`config.mk`:
```
export PLATFORM = sky130hd
export DESIGN_NAME = alu_share_arbiter_flat
export DESIGN_NICKNAME = d
export VERILOG_FILES = /design/src/rtl/alu_share_arbiter_pkg.sv /design/src/rtl/alu_share_arbiter_if.sv /design/src/rtl/alu_share_arbiter_rr_arbiter.sv /design/src/rtl/alu_share_arbiter.sv /design/src/flat_wrapper.sv
export SDC_FILE = /design/constraint.sdc
export NUM_CORES = 1
export LEC_CHECK = 0
export ABC_AREA = 1
export CELL_PAD_IN_SITES_DETAIL_PLACEMENT = 0
export CELL_PAD_IN_SITES_GLOBAL_PLACEMENT = 1
export CORE_MARGIN = 4
export CORE_UTILIZATION = 17
export DETAILED_ROUTE_END_ITERATION = 10
export PLACE_DENSITY = 0.79
export SLEW_MARGIN = 40
export SYNTH_ARGS = -nofsm -noshare
export SYNTH_HDL_FRONTEND = slang
export SYNTH_SLANG_ARGS = --single-unit
```
`constraint.sdc`:
```
create_clock -name clk -period 2.12 [get_ports clk]
set_input_delay 0.424 -clock clk [delete_from_list [all_inputs] [get_ports clk]]
set_output_delay 0.424 -clock clk [all_outputs]
set_load 0.02 [all_outputs]
```
`src/rtl/alu_share_arbiter_pkg.sv`:
```
// Shared ALUControl code table for the ALU-sharing arbiter and the ALU decoder.
// Single source for the legal-code check; nothing else in the design depends on the encoding.
package alu_share_arbiter_pkg;

    localparam int ALU_CTRL_W = 4;

    typedef logic [ALU_CTRL_W-1:0] alu_ctrl_t;

    localparam alu_ctrl_t ALU_ADD   = 4'b0000;
    localparam alu_ctrl_t ALU_SUB   = 4'b0001;
    localparam alu_ctrl_t ALU_AND   = 4'b0010;
    localparam alu_ctrl_t ALU_OR    = 4'b0011;
    localparam alu_ctrl_t ALU_XOR   = 4'b0100;
    localparam alu_ctrl_t ALU_SLT   = 4'b0101;
    localparam alu_ctrl_t ALU_SLTU  = 4'b0110;
    localparam alu_ctrl_t ALU_AUIPC = 4'b1000;
    localparam alu_ctrl_t ALU_LUI   = 4'b1001;
    localparam alu_ctrl_t ALU_SLL   = 4'b1010;
    localparam alu_ctrl_t ALU_SRA   = 4'b1011;
    localparam alu_ctrl_t ALU_SRL   = 4'b1100;

    function automatic logic alu_ctrl_legal(input alu_ctrl_t code);
        case (code)
            ALU_ADD, ALU_SUB, ALU_AND, ALU_OR, ALU_XOR, ALU_SLT, ALU_SLTU,
            ALU_AUIPC, ALU_LUI, ALU_SLL, ALU_SRA, ALU_SRL: alu_ctrl_legal = 1'b1;
            default:                                       alu_ctrl_legal = 1'b0;
        endcase
    endfunction

endpackage

```
`src/rtl/alu_share_arbiter_if.sv`:
```
// Bundle of requester, shared-ALU and response signals around the ALU-sharing arbiter.
// slave = arbiter side, master = requesters / ALU / consumer side.
interface alu_share_arbiter_if #(
    parameter int NREQ = 2,
    parameter int XLEN = 32
);
    localparam int IDW = (NREQ > 1) ? $clog2(NREQ) : 1;

    // Handshakes: a transfer happens on a rising edge where valid & ready are both 1.
    // The source holds valid and its payload stable until that edge; ready may depend on valid.
    logic [NREQ-1:0]      req_valid;
    logic [NREQ-1:0]      req_ready;
    logic [NREQ*XLEN-1:0] req_a;
    logic [NREQ*XLEN-1:0] req_b;
    logic [NREQ*4-1:0]    req_ctrl;

    logic [XLEN-1:0]      alu_a;
    logic [XLEN-1:0]      alu_b;
    logic [3:0]           alu_ctrl;
    logic [XLEN-1:0]      alu_result;
    logic                 alu_zero;

    logic                 rsp_valid;
    logic                 rsp_ready;
    logic [IDW-1:0]       rsp_id;
    logic [XLEN-1:0]      rsp_result;
    logic                 rsp_zero;
    logic                 rsp_err;

    modport slave (
        input  req_valid, req_a, req_b, req_ctrl, alu_result, alu_zero, rsp_ready,
        output req_ready, alu_a, alu_b, alu_ctrl, rsp_valid, rsp_id, rsp_result, rsp_zero, rsp_err
    );

    modport master (
        output req_valid, req_a, req_b, req_ctrl, alu_result, alu_zero, rsp_ready,
        input  req_ready, alu_a, alu_b, alu_ctrl, rsp_valid, rsp_id, rsp_result, rsp_zero, rsp_err
    );

endinterface

```
`src/rtl/alu_share_arbiter_rr_arbiter.sv`:
```
// Combinational round-robin picker: first asserted request at or above ptr, wrapping to 0.
module rr_arbiter #(
    parameter int NREQ = 2,
    parameter int IDW  = 1
) (
    input  logic [NREQ-1:0] req,
    input  logic [IDW-1:0]  ptr,
    output logic [NREQ-1:0] grant,
    output logic [IDW-1:0]  grant_idx,
    output logic            grant_vld
);

    function automatic int slot(input int p, input int off);
        return (p + off) % NREQ;
    endfunction

    always_comb begin
        grant     = '0;
        grant_idx = '0;
        grant_vld = 1'b0;
        // Scan from the farthest offset down so the requester nearest ptr overwrites the rest.
        for (int off = NREQ - 1; off >= 0; off--) begin
            if (req[slot(int'(ptr), off)]) begin
                grant                        = '0;
                grant[slot(int'(ptr), off)]  = 1'b1;
                grant_idx                    = IDW'(slot(int'(ptr), off));
                grant_vld                    = 1'b1;
            end
        end
    end

endmodule

```
`src/rtl/alu_share_arbiter.sv`:
```
// Round-robin sharing of one single-cycle ALU among NREQ requesters with a one-deep response buffer.
// Optional ALU_SHARE_STALL_CNT_EN adds a saturating arbitration-stall counter; otherwise stall_cnt is 0.
module alu_share_arbiter
    import alu_share_arbiter_pkg::*;
#(
    parameter int NREQ = 2,
    parameter int XLEN = 32
) (
    input  logic               clk,
    input  logic               reset_n,
    alu_share_arbiter_if.slave bus,
    output logic [15:0]        stall_cnt
);

    localparam int IDW = (NREQ > 1) ? $clog2(NREQ) : 1;

    logic [IDW-1:0]  ptr_q, ptr_d;
    logic            rsp_valid_q, rsp_valid_d;
    logic [IDW-1:0]  rsp_id_q, rsp_id_d;
    logic [XLEN-1:0] rsp_result_q, rsp_result_d;
    logic            rsp_zero_q, rsp_zero_d;
    logic            rsp_err_q, rsp_err_d;

    logic            can_issue;
    logic [NREQ-1:0] req_elig;
    logic [NREQ-1:0] grant;
    logic [IDW-1:0]  grant_idx;
    logic            grant_vld;
    alu_ctrl_t       sel_ctrl;
    logic            sel_legal;

    // Grants are suppressed while reset is asserted so req_ready reads 0 during reset.
    assign can_issue = reset_n & (~rsp_valid_q | bus.rsp_ready);
    assign req_elig  = can_issue ? bus.req_valid : '0;

    rr_arbiter #(.NREQ(NREQ), .IDW(IDW)) u_rr (
        .req       (req_elig),
        .ptr       (ptr_q),
        .grant     (grant),
        .grant_idx (grant_idx),
        .grant_vld (grant_vld)
    );

    assign bus.req_ready = grant;

    always_comb begin
        sel_ctrl     = bus.req_ctrl[int'(grant_idx)*ALU_CTRL_W +: ALU_CTRL_W];
        sel_legal    = alu_ctrl_legal(sel_ctrl);
        bus.alu_a    = '0;
        bus.alu_b    = '0;
        bus.alu_ctrl = ALU_ADD;
        if (grant_vld) begin
            bus.alu_a    = bus.req_a[int'(grant_idx)*XLEN +: XLEN];
            bus.alu_b    = bus.req_b[int'(grant_idx)*XLEN +: XLEN];
            bus.alu_ctrl = sel_legal ? sel_ctrl : ALU_ADD;
        end
    end

    always_comb begin
        ptr_d        = ptr_q;
        rsp_valid_d  = rsp_valid_q;
        rsp_id_d     = rsp_id_q;
        rsp_result_d = rsp_result_q;
        rsp_zero_d   = rsp_zero_q;
        rsp_err_d    = rsp_err_q;
        if (grant_vld) begin
            ptr_d        = (grant_idx == IDW'(NREQ - 1)) ? '0 : grant_idx + 1'b1;
            rsp_valid_d  = 1'b1;
            rsp_id_d     = grant_idx;
            rsp_result_d = sel_legal ? bus.alu_result : '0;
            rsp_zero_d   = sel_legal & bus.alu_zero;
            rsp_err_d    = ~sel_legal;
        end else if (bus.rsp_ready) begin
            rsp_valid_d  = 1'b0;
        end
    end

    always_ff @(posedge clk or negedge reset_n) begin
        if (!reset_n) begin
            ptr_q        <= '0;
            rsp_valid_q  <= 1'b0;
            rsp_id_q     <= '0;
            rsp_result_q <= '0;
            rsp_zero_q   <= 1'b0;
            rsp_err_q    <= 1'b0;
        end else begin
            ptr_q        <= ptr_d;
            rsp_valid_q  <= rsp_valid_d;
            rsp_id_q     <= rsp_id_d;
            rsp_result_q <= rsp_result_d;
            rsp_zero_q   <= rsp_zero_d;
            rsp_err_q    <= rsp_err_d;
        end
    end

    assign bus.rsp_valid  = rsp_valid_q;
    assign bus.rsp_id     = rsp_id_q;
    assign bus.rsp_result = rsp_result_q;
    assign bus.rsp_zero   = rsp_zero_q;
    assign bus.rsp_err    = rsp_err_q;

`ifdef ALU_SHARE_STALL_CNT_EN
    logic [15:0] stall_cnt_q, stall_cnt_d;

    always_comb begin
        stall_cnt_d = stall_cnt_q;
        if ((|bus.req_valid) && !grant_vld && (stall_cnt_q != 16'hFFFF)) begin
            stall_cnt_d = stall_cnt_q + 16'd1;
        end
    end

    always_ff @(posedge clk or negedge reset_n) begin
        if (!reset_n) begin
            stall_cnt_q <= 16'h0000;
        end else begin
            stall_cnt_q <= stall_cnt_d;
        end
    end

    assign stall_cnt = stall_cnt_q;
`else
    assign stall_cnt = 16'h0000;
`endif

endmodule

```
`src/flat_wrapper.sv`:
```
// flat-port wrapper written by rule: the top's interface ports become plain ports
module alu_share_arbiter_flat import alu_share_arbiter_pkg::*;
#(
    parameter int NREQ = 2,
    parameter int XLEN = 32
)
  (clk, reset_n, stall_cnt, bus_req_valid, bus_req_a, bus_req_b, bus_req_ctrl, bus_alu_result, bus_alu_zero, bus_rsp_ready, bus_req_ready, bus_alu_a, bus_alu_b, bus_alu_ctrl, bus_rsp_valid, bus_rsp_id, bus_rsp_result, bus_rsp_zero, bus_rsp_err);
  alu_share_arbiter_if #(.NREQ(NREQ), .XLEN(XLEN)) bus_i ();
  input  logic clk;
  input  logic reset_n;
  output logic [15:0] stall_cnt;
  input wire logic [$bits(bus_i.req_valid)-1:0] bus_req_valid;
  input wire logic [$bits(bus_i.req_a)-1:0] bus_req_a;
  input wire logic [$bits(bus_i.req_b)-1:0] bus_req_b;
  input wire logic [$bits(bus_i.req_ctrl)-1:0] bus_req_ctrl;
  input wire logic [$bits(bus_i.alu_result)-1:0] bus_alu_result;
  input wire logic [$bits(bus_i.alu_zero)-1:0] bus_alu_zero;
  input wire logic [$bits(bus_i.rsp_ready)-1:0] bus_rsp_ready;
  output wire logic [$bits(bus_i.req_ready)-1:0] bus_req_ready;
  output wire logic [$bits(bus_i.alu_a)-1:0] bus_alu_a;
  output wire logic [$bits(bus_i.alu_b)-1:0] bus_alu_b;
  output wire logic [$bits(bus_i.alu_ctrl)-1:0] bus_alu_ctrl;
  output wire logic [$bits(bus_i.rsp_valid)-1:0] bus_rsp_valid;
  output wire logic [$bits(bus_i.rsp_id)-1:0] bus_rsp_id;
  output wire logic [$bits(bus_i.rsp_result)-1:0] bus_rsp_result;
  output wire logic [$bits(bus_i.rsp_zero)-1:0] bus_rsp_zero;
  output wire logic [$bits(bus_i.rsp_err)-1:0] bus_rsp_err;
  assign bus_i.req_valid = bus_req_valid;
  assign bus_i.req_a = bus_req_a;
  assign bus_i.req_b = bus_req_b;
  assign bus_i.req_ctrl = bus_req_ctrl;
  assign bus_i.alu_result = bus_alu_result;
  assign bus_i.alu_zero = bus_alu_zero;
  assign bus_i.rsp_ready = bus_rsp_ready;
  assign bus_req_ready = bus_i.req_ready;
  assign bus_alu_a = bus_i.alu_a;
  assign bus_alu_b = bus_i.alu_b;
  assign bus_alu_ctrl = bus_i.alu_ctrl;
  assign bus_rsp_valid = bus_i.rsp_valid;
  assign bus_rsp_id = bus_i.rsp_id;
  assign bus_rsp_result = bus_i.rsp_result;
  assign bus_rsp_zero = bus_i.rsp_zero;
  assign bus_rsp_err = bus_i.rsp_err;
  alu_share_arbiter #(.NREQ(NREQ), .XLEN(XLEN)) u_core (.clk(clk), .reset_n(reset_n), .bus(bus_i), .stall_cnt(stall_cnt));
endmodule
```
==> results of run 1 <==
[flip-flops by register name, indices dropped and copies added (netlist names)]
name	count
u_core.bus.rsp_result	32
u_core.bus.rsp_err	1
u_core.bus.rsp_id	1
u_core.bus.rsp_valid	1
u_core.bus.rsp_zero	1
u_core.ptr_q	1
[kinds of logic (layout without fill, tap and decap cells)]
group | after synthesis | in the layout | synth area share, %
AND/OR/NAND/NOR | 130 | 130 | 25.63
AO/OA/AOI/OAI | 71 | 71 | 24.37
buffers and inverters | 53 | 336 | 12.44
flip-flops | 37 | 37 | 37.41
other | 1 | 18 | 0.1515
[metal layers]
metal | vias to the layer above | share of wire [%] | track usage, %
li1 | 1583 | - | -
met1 | 1614 | 31 | 15.68
met2 | 193 | 54 | 32.01
met3 | 38 | 10 | 5.645
met4 | 2 | 4.9 | 7.844
met5 | - | 0.084 | 0
[worst register-to-register path, delay by kind of cell, from the launching register on]
kind | cells | cell delay (ps)
simple gates | 8 | 900
buf+inv | 2 | 530
flops | 1 | 400
compound gates | 1 | 150
[area by class of cell]
type	count	area share (%)
diodes	2	0.08032
clock buffers	6	2.068
clock inverters	1	0.1406
inverters	12	0.9237
multi-input cells	217	24.66
flip-flops and latches	37	14.86
well taps	180	3.614
repair buffers	317	53.65
[synthesized netlist by cell type, drive strengths merged]
cell type | instances | area (µm²)
nand2 | 87 | 351.6
a22o | 64 | 560.5
dfrtp | 37 | 925.9
nand3 | 37 | 235.2
buf | 34 | 236.5
inv | 12 | 45.04
clkbuf | 7 | 26.28
o21ai | 6 | 33.78
nor2 | 5 | 35.03
a21oi | 1 | 8.760
conb | 1 | 3.750
nand4 | 1 | 12.51
[worst max-delay path by stage]
| stage | from | endpoint | cells after the start |
|---|---|---|---|
| after detailed placement | bus_rsp_ready | bus_alu_a[15] | 10 |
| after global placement | bus_rsp_ready | bus_alu_a[15] | 10 |
| final | u_core.bus.rsp_valid$_DFFE_PN0P_ | bus_alu_b[29] | 9 |
| after floorplan | u_core.bus.rsp_valid$_DFFE_PN0P_ | bus_alu_ctrl[0] | 10 |
| after CTS | bus_rsp_ready | bus_alu_b[31] | 11 |
| after global routing | u_core.bus.rsp_valid$_DFFE_PN0P_ | bus_alu_ctrl[2] | 11 |
[report_power, final]
| group | leakage [nW] | switching, mW | internal, mW | total, mW |
|---|---|---|---|---|
| logic | 2.34 | 0.982 | 1.09 | 2.08 |
| clock network | 0.0669 | 0.269 | 0.431 | 0.700 |
| registers | 0.467 | 0.0797 | 0.842 | 0.922 |
[timing repair]
action                     in CTS  in global routing
buffers inserted                8                  1
gates resized for setup       363                 55
gates cloned                    6                  3
setup endpoints to repair      88                103
pin swaps                      15                 18
[per-stage QoR]
| stage | setup slack (ps) | power, mW |
|---|---|---|
| 2_1_floorplan | -21.96 | 1.731 |
| 3_3_place_gp | -936.3 | 2.741 |
| 3_5_place_dp | -956.2 | 2.758 |
| 4_1_cts | -229.7 | 3.673 |
| 5_1_grt | -302.4 | 3.889 |
| 6_report | -240.1 | 3.698 |
==> key figures, run 1 <==
Critical path
  – Required @ worst endpoint: roughly 1700 ps
  – WP buf/inv: 5
  – CP cell instances: nand2_4 > buf_12 > nand4_4 > nand2_8 > inv_6 > buf_12 > buf_6 > a22o_4 > buf_12
  – Worst reg2reg endpoint: u_core.bus.rsp_result[4]$_DFFE_PN0P_
  – Crit start category: flip-flop
  – Most numerous cell on the critical path: buf_12
  – Worst Path Max Fanout: 13
  – Biggest cell delay along the critical path: approximately 400 ps
  – Worst R2R Start: u_core.bus.rsp_valid$_DFFE_PN0P_
  – Flop-to-flop setup slack: around 70 ps
  – CP delay by family, top: buffers and inverters
  – Worst EP arrival: 1940 ps
  – R2R depth: 11
  – Crit. End Element: output port
  – CP max stage cell: dfrtp_1
  – Crit Path Class: reg -> out

CTS
  – # hold bufs at CTS: 0
  – Root buffer cell: clkbuf_16
  – CTS Sinks: 37
  – Clock Latency Late Sink: approximately 280 ps
  – Clock-pin slew on the worst setup and hold paths: 60 ps
  – Clock buffer depth: 2
  – CTS tree: yes
  – H-Tree Depth: 2
  – CTS buffer count: 5

Layout
  – Most common cell after layout, fill and taps aside: clkdlybuf4s50_1
  – Area of the multi-input gates: roughly 1500 µm²
  – End-of-flow core utilization: between 40 and 50%
  – Share of cells above drive strength 1: between 20% and 30%
  – P&R area growth vs syn: 151.8%
  – Fillers: 1,339
  – Final nets: 764
  – Final instance area: slightly above 6000 µm²
  – Most frequent cells in the layout: 205 x clkdlybuf4s50_1, 71 x nand2_1, 55 x a22o_1, 47 x buf_6, 39 x buf_4
  – Register area: 925.9 µm²
  – Final Non-Filler Cells: between 700 and 800

Route
  – DR iter-0 viols: 101
  – Vias/cell: about 4.4
  – Drt wl/cell: 20.09 µm
  – Drt first pass iters: 5
  – Drt total wl: between 15,000 and 20,000 µm
  – Remaining DRCs: 0
  – DR vias: 3,430
  – Post-route ant nets: 0

Yosys
  – Mean Syn Cell Area: between 8 and 9 µm²
  – Synth Register Bits: 37
  – Netlist cell types: 22
  – Cells after Synth: approximately 290
  – Ys Warns: 0
  – Post-synthesis sequential area ratio: between 30 and 40%
  – Synth Cell Area: ~2500 µm²

GRT
  – Total GRT Usage: between 15 and 20%
  – Largest net degree at the start of global routing: 36
  – Antenna violations before repair: 3
  – GR Overflow Total: 0
  – Vias in the first global route: around 3,600
  – First-pass GRT wire length: 21,280 µm

STA
  – Final Max Tran Viols: 0
  – Final Hold Viols: 0
  – Final setup vio count: 68
  – Min Tclk post-route: between 2000 and 2500 ps
  – Sum of negative setup slack: -9099 ps
  – Worst Skew: between 7 and 8 ps
  – WHS: between 150 and 200 ps
  – Worst setup slack after layout: -240.1 ps
  – Max Freq: roughly 420 MHz
  – RSZ-0062 raised after global routing: true
  – Final Cycle Share: 111.3%

Status
  – Violated checks: negative setup slack
  – Status: finished with violations

Die
  – Chip width: between 100 and 150 µm
  – Chip height: 128.7 µm
  – Rows: 43
  – Core area: approximately 14,000 µm²
  – Die area: ~17,000 µm²
  – I/O pin cnt: about 300
  – Initial Utilization: 17.62%

Power
  – VDD IR max: 0.4194 mV
  – LEAKAGE: about 2.9 nW
  – Power density over cell area: between 500 and 600 nW/µm²

Flow run
  – Max-cap violations: 0

Worst hold path
  – Hold/Removal Path Class: in -> async

Placement
  – Gpl congestion: approximately 0.97
  – Placed Cells: about 750
  – DP Area: about 5500 µm²
  – Hpwl dp: 11,630 µm
  – IO buf count: 279
Note: power is estimated with default switching activity, not from simulation.
==> run 2, diff against run 1 <==
--- a/config.mk
+++ b/config.mk
@@ -6,6 +6,7 @@
 export NUM_CORES = 1
 export LEC_CHECK = 0
 export ABC_AREA = 1
+export CAP_MARGIN = 20
 export CELL_PAD_IN_SITES_DETAIL_PLACEMENT = 0
 export CELL_PAD_IN_SITES_GLOBAL_PLACEMENT = 1
 export CORE_MARGIN = 4
==> results of run 2 <==
Final layout, timing and power as in run 1 (identical DEF).
==> run 3, diff against run 2 <==
--- a/config.mk
+++ b/config.mk
@@ -13,6 +13,7 @@
 export CORE_UTILIZATION = 17
 export DETAILED_ROUTE_END_ITERATION = 10
 export PLACE_DENSITY = 0.79
+export SKIP_LAST_GASP = 1
 export SLEW_MARGIN = 40
 export SYNTH_ARGS = -nofsm -noshare
 export SYNTH_HDL_FRONTEND = slang
==> run 3 against run 2 <==
The flow still finishes with violations (negative setup slack). Clock-buffer cell count is the same. Power shrank 0.44%. Sequential share of layout area grew 0.075 points. Hold slack is essentially flat. Flip-flop and latch count is the same. First-iteration DRC count grew 4.0%. Global-route usage grew 0.060 points. Final area shrank 0.50%. Register-to-register slack gained 20 ps. Clock power is essentially flat. Non-clock buffer count is the same. Critical endpoint unchanged.
==> key figures, run 3 (same netlist as run 1, synthesis figures left out) <==
Route
  – Post-route ant nets: 0
  – DR vias: between 3,000 and 4,000
  – Remaining DRCs: 0
  – Vias/cell: 4.423
  – Drt wl/cell: between 15 and 20 µm
  – Drt total wl: between 15,000 and 20,000 µm
  – Drt first pass iters: 4
  – DR iter-0 viols: ~110

GRT
  – GR Overflow Total: 0
  – Largest net degree at the start of global routing: 36
  – Antenna violations before repair: 4
  – First-pass GRT wire length: about 21,000 µm
  – Vias in the first global route: approximately 3,600
  – Total GRT Usage: between 10% and 20%

Die
  – I/O pin cnt: just under 300
  – Chip width: 128.7 µm
  – Initial Utilization: about 18%
  – Rows: 43
  – Die area: approximately 17,000 µm²
  – Chip height: between 100 and 150 µm
  – Core area: ~14,000 µm²

Flow run
  – Max-cap violations: 0

CTS
  – H-Tree Depth: 2
  – Clock Latency Late Sink: around 280 ps
  – CTS Sinks: 37
  – CTS tree: yes
  – CTS buffer count: 5
  – Clock buffer depth: 2
  – Root buffer cell: clkbuf_16
  – Clock-pin slew on the worst setup and hold paths: ~60 ps

Placement
  – Hpwl dp: 11,630 µm
  – DP Area: approximately 5500 µm²
  – Gpl congestion: between 0.9 and 1
  – Pre-CTS worst setup slack: -956.2 ps
  – Placed Cells: about 750
  – IO buf count: 279

Critical path
  – WP buf/inv: 5
  – Worst Path Max Fanout: 13
  – CP delay by family, top: buffers and inverters
  – Worst EP arrival: 1930 ps
  – CP max stage cell: dfrtp_1
  – Most numerous cell on the critical path: buf_12
  – CP cell instances: nand2_4 > buf_12 > nand4_4 > nand2_8 > inv_6 > buf_12 > buf_6 > a22o_4 > buf_12
  – Crit Path Class: reg -> out
  – Crit. End Element: output port
  – Crit start category: flip-flop
  – Biggest cell delay along the critical path: 400 ps
  – Required @ worst endpoint: roughly 1700 ps

STA
  – Final Cycle Share: 111.1%
  – Max Freq: approximately 420 MHz
  – Worst setup slack after layout: -234.6 ps
  – RSZ-0062 raised after global routing: true
  – Final setup vio count: between 60 and 70
  – Sum of negative setup slack: -8780 ps
  – Worst Skew: 7.447 ps
  – Final Hold Viols: 0
  – Min Tclk post-route: ~2400 ps
  – WHS: around 160 ps
  – Final Max Tran Viols: 0

Status
  – Violated checks: negative setup slack
  – Status: finished with violations

Layout
  – Final nets: about 760
  – Fillers: approximately 1,300
  – P&R area growth vs syn: 150.5%
  – Final instance area: slightly above 6000 µm²
  – Most frequent cells in the layout: 205 x clkdlybuf4s50_1, 71 x nand2_1, 55 x a22o_1, 48 x buf_4, 38 x buf_6
  – Area of the multi-input gates: ~1500 µm²
  – Register area: 925.9 µm²
  – Share of cells above drive strength 1: between 20% and 30%
  – Final Non-Filler Cells: ~770
  – Max FFs per register: 32
  – Most common cell after layout, fill and taps aside: clkdlybuf4s50_1

Power
  – Psw: between 1 and 1.5 mW
  – Internal power: about 2.4 mW
  – LEAKAGE: approximately 2.9 nW
  – Logic pwr share: 55.9%
  – VDD IR max: 0.4192 mV
  – Clock share of power: a little under a fifth
  – Reg power frac: between 20% and 30%
  – Sw Ratio: between 30% and 40%
  – Power density over cell area: roughly 590 nW/µm²

Worst hold path
  – Hold/Removal Path Class: in -> async
## run 3: power by group through the flow
| stage | registers (mW) | logic [mW] | clock network (mW) |
|---|---|---|---|
| floorplan | 1.09 | 0.646 | 0 |
| global placement | 0.931 | 1.81 | 0 |
| detailed placement | 0.930 | 1.83 | 0 |
| CTS | 0.923 | 2.00 | 0.736 |
| global route | 0.940 | 2.18 | 0.759 |
| finish | 0.923 | 2.06 | 0.700 |
## run 3: worst register-to-register path, cell delays in order, from the launching register on
cell and delay (ps):
dfrtp_1 400, nand2_4 120, nand2_4 90, nor2_8 120, nand2_8 90, buf_8 150
o21ai_2 150, nand2_2 80, nand2_4 100, buf_4 380, nand3_1 190, nand2_1 90
## run 3: final timing paths
path / from / end / slack [ps] / cells past startpoint
worst max-delay path: u_core.bus.rsp_valid$_DFFE_PN0P_ / bus_alu_b[29] / -230 / 9
worst min-delay path: reset_n / u_core.ptr_q$_DFFE_PN0P_ / 160 / 2
worst max register to register: u_core.bus.rsp_valid$_DFFE_PN0P_ / u_core.bus.rsp_result[4]$_DFFE_PN0P_ / 90 / 11
worst min register to register: u_core.bus.rsp_result[23]$_DFFE_PN0P_ / u_core.bus.rsp_result[23]$_DFFE_PN0P_ / 480 / 2
max in group asynchronous: reset_n / u_core.bus.rsp_result[31]$_DFFE_PN0P_ / 1450 / 2
min in group clk: u_core.bus.rsp_result[23]$_DFFE_PN0P_ / u_core.bus.rsp_result[23]$_DFFE_PN0P_ / 480 / 2
## run 3: layout make-up
cell class,instances,share of cell area [%]
Clock buffer,6,2.079
Clock inverter,1,0.1413
Antenna cell,3,0.1211
Timing Repair Buffer,317,53.38
Sequential cell,37,14.93
Multi-Input combinational cell,217,24.78
Inverter,12,0.9284
Tap cell,180,3.633
## run 3: metrics by stage
stage / util (%) / power [mW]
floorplan: - / 1.731
global placement: 39.21 / 2.741
detailed placement: 39.21 / 2.758
CTS: 42.98 / 3.662
global route: 44.15 / 3.875
finish: 44.15 / 3.682
## run 3: metal layers
metal / vias to the layer above / wire length, µm / track usage, %
met5: - / 13 / 0
met4: 2 / 839 / 8.647
met3: 38 / 1437 / 5.729
met2: 180 / 8346 / 31.65
met1: 1611 / 4776 / 15.78
li1: 1588 / - / -
## run 3: what timing repair did
| item | in CTS | in global routing |
|---|---|---|
| setup endpoints to repair | 88 | 103 |
| gates resized for setup | 356 | 53 |
| hold endpoints to repair | 0 | 0 |
| pin swaps | 15 | 19 |
| cloned | 6 | 3 |
| setup buffers | 8 | 1 |
| hold buffers | 0 | 0 |
